$ cat src/rtl/vga_text_scan.sv
// vga_text_scan: 80x30 text-mode scanner for 640x480@60 on a single pixel clock.
// Stage 0 owns the h/v/frame counters and drives the memory read address.
// Stage 1 picks the character byte and drives the font ROM address.
// Stage 2 picks the glyph bit. The output register then forms colour, syncs and blank.
// Each stage carries its own copy of sync/blank, so they stay aligned with the pixel.
module vga_text_scan #(
  parameter logic [11:0] FG_COLOR = 12'hFFF,
  parameter logic [11:0] BG_COLOR = 12'h000
) (
  input  logic        clk,
  input  logic        rst,
  output logic [12:0] raddr,
  input  logic [31:0] dataout,
  output logic [11:0] font_addr,
  input  logic [7:0]  font_row,
  input  logic        cursor_en,
  input  logic [4:0]  cursor_row,
  input  logic [6:0]  cursor_col,
  output logic [3:0]  vga_r,
  output logic [3:0]  vga_g,
  output logic [3:0]  vga_b,
  output logic        vga_hs,
  output logic        vga_vs,
  output logic        vga_blank_n
);

  logic [9:0]  h;
  logic [9:0]  v;
  logic [5:0]  frame_cnt;
  logic        h_end;
  logic        v_end;

  logic [12:0] cell_row;
  logic [12:0] cell_col;
  logic        hs0, vs0, vis0, cur0;

  logic [1:0]  s1_sel;
  logic [3:0]  s1_grow;
  logic [2:0]  s1_px;
  logic        s1_cur, s1_hs, s1_vs, s1_vis;
  logic [7:0]  char_code;

  logic [2:0]  s2_px;
  logic        s2_cur, s2_hs, s2_vs, s2_vis;
  logic        pix_bit;

  assign h_end = (h == 10'd799);
  assign v_end = (v == 10'd524);

  // Stage 0: pixel, line and frame counters.
  always_ff @(posedge clk or posedge rst) begin
    if (rst) begin
      h         <= '0;
      v         <= '0;
      frame_cnt <= '0;
    end else begin
      h <= h_end ? 10'd0 : h + 10'd1;
      if (h_end) begin
        v <= v_end ? 10'd0 : v + 10'd1;
        if (v_end) frame_cnt <= frame_cnt + 6'd1;
      end
    end
  end

  // Stage 0: cell address and per-pixel flags. Rows past 29 are not clamped.
  // The multiply by 80 is written as two shifts.
  always_comb begin
    cell_row = {7'd0, v[9:4]};
    cell_col = {6'd0, h[9:3]};
    raddr    = (cell_row << 6) + (cell_row << 4) + cell_col;
    hs0      = !((h >= 10'd656) && (h <= 10'd751));
    vs0      = !((v >= 10'd490) && (v <= 10'd491));
    vis0     = (h < 10'd640) && (v < 10'd480);
    cur0     = cursor_en && (v[9:4] == {1'b0, cursor_row}) && (h[9:3] == cursor_col)
               && (v[3:0] >= 4'd14) && !frame_cnt[5];
  end

  // Stage 1 register: the read word returns during this stage.
  always_ff @(posedge clk or posedge rst) begin
    if (rst) begin
      s1_sel  <= '0;
      s1_grow <= '0;
      s1_px   <= '0;
      s1_cur  <= 1'b0;
      s1_hs   <= 1'b1;
      s1_vs   <= 1'b1;
      s1_vis  <= 1'b0;
    end else begin
      s1_sel  <= raddr[1:0];
      s1_grow <= v[3:0];
      s1_px   <= h[2:0];
      s1_cur  <= cur0;
      s1_hs   <= hs0;
      s1_vs   <= vs0;
      s1_vis  <= vis0;
    end
  end

  // Stage 1: pick the cell's byte from the word (little-endian) and address the font.
  always_comb begin
    char_code = dataout[7:0];
    case (s1_sel)
      2'd0: char_code = dataout[7:0];
      2'd1: char_code = dataout[15:8];
      2'd2: char_code = dataout[23:16];
      2'd3: char_code = dataout[31:24];
      default: char_code = dataout[7:0];
    endcase
    font_addr = {char_code, s1_grow};
  end

  // Stage 2 register: the font row returns during this stage.
  always_ff @(posedge clk or posedge rst) begin
    if (rst) begin
      s2_px  <= '0;
      s2_cur <= 1'b0;
      s2_hs  <= 1'b1;
      s2_vs  <= 1'b1;
      s2_vis <= 1'b0;
    end else begin
      s2_px  <= s1_px;
      s2_cur <= s1_cur;
      s2_hs  <= s1_hs;
      s2_vs  <= s1_vs;
      s2_vis <= s1_vis;
    end
  end

  // Stage 2: bit 7 of the glyph row is the leftmost pixel; the cursor inverts it.
  assign pix_bit = font_row[3'd7 - s2_px] ^ s2_cur;

  // Output register: colour, syncs and blank.
  always_ff @(posedge clk or posedge rst) begin
    if (rst) begin
      {vga_r, vga_g, vga_b} <= 12'h000;
      vga_hs                <= 1'b1;
      vga_vs                <= 1'b1;
      vga_blank_n           <= 1'b0;
    end else begin
      {vga_r, vga_g, vga_b} <= s2_vis ? (pix_bit ? FG_COLOR : BG_COLOR) : 12'h000;
      vga_hs                <= s2_hs;
      vga_vs                <= s2_vs;
      vga_blank_n           <= s2_vis;
    end
  end

endmodule
$ cat config.mk
export PLATFORM = sky130hd
export DESIGN_NAME = vga_text_scan
export DESIGN_NICKNAME = d
export VERILOG_FILES = /design/src/rtl/vga_text_scan.sv
export SDC_FILE = /design/constraint.sdc
export NUM_CORES = 1
export LEC_CHECK = 0
export CAP_MARGIN = 20
export CORE_MARGIN = 1
export CORE_UTILIZATION = 50
export DETAILED_ROUTE_END_ITERATION = 7
export PLACE_DENSITY = 0.95
export SYNTH_ARGS = -nofsm -noshare
export SYNTH_HDL_FRONTEND = slang
export SYNTH_SLANG_ARGS = --single-unit
$ cat constraint.sdc
create_clock -name clk -period 6.4 [get_ports clk]
set_input_delay 1.28 -clock clk [delete_from_list [all_inputs] [get_ports clk]]
set_output_delay 1.28 -clock clk [all_outputs]
set_load 0.02 [all_outputs]
# Word-level counts from Yosys, hierarchy flattened

Index checks and enable logic that the tools add are counted.

Bitwise logic cells: 1
Equality and inequality tests: 7
Multiplexer cells: 7
Magnitude comparators: 8
$add $sub $neg: 6
Reduce and logical (&&, ||, !) cells: 12

Operators by type and width:

| cell                                                                | count |
|---|---|
| one-hot mux 8 bit (4 select lines)                                  | 1 |
| two-way mux 12 bit                                                  | 2 |
| adder 10 x 1 -> 10 bit (second input constant)                      | 2 |
| equality test 10 bit (second input constant)                        | 2 |
| two-way mux 10 bit                                                  | 2 |
| adder 12 x 10 -> 13 bit                                             | 1 |
| adder 13 x 7 -> 13 bit                                              | 1 |
| greater-or-equal comparator 10 bit (second input constant)          | 1 |
| greater-or-equal comparator 10 x 9 -> 1 bit (second input constant) | 1 |
| less-or-equal comparator 10 bit (second input constant)             | 1 |
| less-or-equal comparator 10 x 9 -> 1 bit (second input constant)    | 1 |
| < comparator 10 bit (second input constant)                         | 1 |
| < comparator 10 x 9 -> 1 bit (second input constant)                | 1 |
| equality test 7 bit                                                 | 1 |
| logical AND 1 bit                                                   | 7 |
| adder 6 x 1 -> 6 bit (second input constant)                        | 1 |
| equality test 6 x 5 -> 1 bit                                        | 1 |
| equality test 2 bit (second input constant)                         | 2 |
| greater-or-equal comparator 4 bit (second input constant)           | 1 |
| < comparator 3 x 4 -> 1 bit (second input constant)                 | 1 |
| binary-select mux 1 bit (select 3 bit)                              | 1 |
| logical NOT 1 bit                                                   | 3 |
| subtractor 3 bit (first input constant)                             | 1 |
| equality test 2 x 1 -> 1 bit (second input constant)                | 1 |
| 4 further kinds                                                     | 4 |

Output and inout bits: 40
Register bits: 61
Input bits: 55
Logic and storage cells: 62

# Logic depth before layout (Yosys ltp)

Depth in word-level cells: 6
Mapped depth: 9
Depth with buffers taken out: 8

# Worst setup path after synthesis

No wires, ideal clock.

Path type: reg-to-output
Start: reg v[4]
End: out raddr[11]
Arrival: 2.379 ns
Setup slack: 2.741 ns
Cell stages (with the launch flop): 10
Cell sequence: dfrtp_1 -> clkbuf_1 -> inv_1 -> fa_1 -> inv_1 -> fa_1 -> a21oi_1 -> o211ai_1 -> a21oi_1 -> xnor2_1

Cells in the longest elaborated chain, start to end: 2

Ends and longest elaborated chain:

| what                     | line | RTL |
|---|---|---|
| start: declaration       | 28   | `logic [9:0] v;` |
| start signal: assignment | 59   | `v <= v_end ? 10'd0 : v + 10'd1;` |
| adder 12 x 10 -> 13 bit  | 70   | `raddr = (cell_row << 6) + (cell_row << 4) + cell_col;` |
| adder 13 x 7 -> 13 bit   | 70   |  |
| end: declaration         | 12   | `output logic [12:0] raddr,` |

Every way passes these cells.

# Final worst setup path

Ends and elaborated chain as after synthesis.

==> flow_metrics.py <==
metrics = {
    "status": {
        "outcome": "finished clean",
    },
    "critical_path": {
        "rr_worst_depth": 6,
        "startpoint": "v[4]$_DFFE_PP0N_",
        "cpPeakStageDelay_ps": 660,
        "worst-path-max-fanout": 9,
        "worstSetupPathType": "reg -> out",
        "end_kind": "output pin",
        "crit_arrival_ps": 3410,
        "required_ps": 5120,
        "crit_chain": "inv_1, fa_1, inv_1, fa_1, a21oi_1, o211ai_1, a21oi_1, xnor2_1, clkdlybuf4s50_1",
        "r2r_setup_slack_ps": 4160,
        "critPathSlowestCell": "clkdlybuf4s50_1",
        "regToRegStartpoint": "v[1]$_DFFE_PP0N_",
        "endpoint": "raddr[11]",
        "cp-start-kind": "flip-flop",
        "r2r-end": "frame_cnt[1]$_DFFE_PP0P_",
    },
    "clock_tree": {
        "cts_tree": "built",
        "cts-root-buf": "clkbuf_8",
        "clkSlewWorstSetupHoldPaths_ps": 90,
        "htree_levels": 2,
        "hold_buffers": 0,
        "ctsResizeCount": 0,
        "cts_sinks": 50,
        "insertion_delay_ps": 310,
        "cts_setup_buffers": 0,
        "cts_buffers": 5,
        "clk_path_buf_depth": 2,
    },
    "sta": {
        "slew_violations": 0,
        "setup_viol": 0,
        "worst_pin_slew_ps": 811,
        "max_slew_margin_pct": 45.5,
        "post-route-min-period_ps": 4690,
        "clock.fmax_mhz": 213,
        "fin_setup_tns_ps": 0,
        "rsz0062_at_grt": "false",
        "fin_skew_ps": 8.31,
        "whs_ps": 356,
        "fin_crit_sh_pct": 73.2,
        "hold_viol": 0,
    },
    "logic_synthesis": {
        "synth_edf_count": 0,
        "yosysWarnings": 0,
        "yosysTopAreaCellShare_pct": 38.2,
        "synth_nets": 330,
        "synth_area_um2": 2890,
        "syn_area_per_cell_um2": 11.3,
        "netlist_instances": 256,
        "ys_seq_area_share_pct": 43.6,
        "async_flop_share_pct": 100,
        "ys_ff_latch": 50,
        "ys.flop_type": "dfrtp_1",
        "synth_top_cell_by_area": "dfrtp_1",
        "synth.area.top_cells": "dfrtp_1, mux4_2, ha_1",
        "synth_cell_types": 46,
    },
    "place": {
        "dpl.hpwl_mm": 5.55,
        "portBuffers": 94,
        "gp_congestion": 0.828,
    },
    "grt": {
        "grt_use_met3_pct": 7.41,
        "antenna_found_initial": 0,
        "grt-ovfl-total": 0,
        "grt_usage_pct": 24.8,
        "grt_pass1_wl_mm": 11.2,
        "use_met1_pct": 28.4,
        "grt.busiest_layer": "met2",
        "grt_util_met2_pct": 43.5,
        "grt_pass1_vias": 2281,
        "grt_max_degree": 51,
    },
    "flow_run": {
        "drv_cap": 0,
    },
    "detailed_routing": {
        "post_drt_wl_per_cell_um": 17.8,
        "ant_nets": 0,
        "firstDrtPassIters": 4,
        "drc": 0,
        "wl_mm": 7.14,
        "drt_iter0_drc": 112,
        "via_per_inst": 5.47,
        "vias": 2195,
    },
    "die": {
        "start_util_pct": 52.1,
        "die_h_um": 78.0,
        "dieWidth_um": 78.0,
        "dieArea_um2": 6080,
        "ios": 95,
        "core_area_um2": 5540,
        "core.rowCount": 27,
    },
    "worst_hold_path": {
        "min_path_type": "reg -> reg",
    },
    "cells_and_area": {
        "nets": 402,
        "syn_to_final_growth_pct": 33.8,
        "n_fill_cell": 407,
        "drive_above_1_share_pct": 9.73,
        "antenna_cells": 0,
    },
    "power_and_ir_drop": {
        "ir_drop_uv": 183,
        "power_density_nw_per_um2": 153,
        "leakagePower_nw": 1.67,
    },
}
## area by class of cell
class | instances | area, um^2 | area share [%]
multi-input combinational | 162 | 1390 | 36.0
sequential | 50 | 1260 | 32.6
clock inverter | 2 | 17.5 | 0.454
inverter | 14 | 52.6 | 1.36
tap | 72 | 90.1 | 2.33
clock buffer | 6 | 82.6 | 2.14
timing repair buffer | 95 | 968 | 25.1
## kinds of logic after synthesis
family	synth area share (%)
AOI/OAI and AO/OA	5.03
xor gates and xnor gates	10.6
adders and majority gates	8.76
buffers and inverters	8.20
DFF	43.6
muxes	8.89
and+or+nand+nor	14.9
## power by group
part	switching, mW	internal (mW)	leakage (nW)	total [mW]
registers	0.000900	0.316	0.627	0.317
clock network	0.108	0.0890	0.0514	0.197
logic	0.0269	0.0483	0.996	0.0752
total	0.136	0.453	1.67	0.589
## stage by stage
step	power, mW	setup slack [ps]	instances	area [um^2]	util (%)
finish	0.589	1710	401	3860	69.7
global route	0.607	1560	401	3860	69.7
CTS	0.591	1710	400	3830	69.2
detailed placement	0.397	2060	392	3730	67.4
global placement	0.395	2290	392	3730	67.4
floorplan	0.351	2740	256	2890	-
## state kept, by name, indices dropped and copies added, names as in the netlist, 2 cells and up
register   cells
s2_px          3
frame_cnt      6
h             10
v             10
s1_px          3
s1_grow        4
s1_sel         2
## synth_stat cells (all sizes together), types with 3 or more instances
cell type,n
a21oi,5
nor3,6
and2,3
nor2,18
nand2,9
inv,14
clkbuf,12
mux4,10
buf,18
o21ai,6
nor4,4
xor2,11
o211ai,3
dfstp,6
nand4,9
dfrtp,44
xnor2,24
ha,17
nand3,10
## metal layers
layer / part of all wire (%) / vias to the layer above
li1: - / 1011
met1: 38 / 1053
met2: 50 / 116
met3: 8.7 / 15
met4: 2.9 / 0
met5: 0 / -
## cell usage in the layout, fill, tap and decap left out, types with 6 or more instances in the layout
master,instances
clkdlybuf4s50_1,94
dfrtp_1,44
xnor2_1,24
nor2_1,17
ha_1,17
inv_1,13
xor2_1,11
mux4_2,10
nand3_1,9
nand4_1,9
nand2_1,9
o21ai_0,6
clkbuf_8,6
dfstp_2,6
## critical path, delay by kind of cell, from the launching register on
family / cells / cell delay [ps]
fa+ha+maj: 2 / 1010
xor+xnor: 1 / 150
compound gates: 3 / 550
buf+inv: 3 / 860
flops: 1 / 530
## how the worst min path moves through the flow
stage | startpoint | end | slack [ps] | depth (start not counted)
finish | s1_px[0]$_DFF_PP0_ | s2_px[0]$_DFF_PP0_ | 360 | 0
global route | s1_px[0]$_DFF_PP0_ | s2_px[0]$_DFF_PP0_ | 360 | 0
CTS | s1_px[0]$_DFF_PP0_ | s2_px[0]$_DFF_PP0_ | 360 | 0
detailed placement | s1_px[0]$_DFF_PP0_ | s2_px[0]$_DFF_PP0_ | 340 | 0
global placement | s1_vis$_DFF_PP0_ | s2_vis$_DFF_PP0_ | 330 | 0
floorplan | s1_cur$_DFF_PP0_ | s2_cur$_DFF_PP0_ | 330 | 0
(Power assumes the default switching activity.)
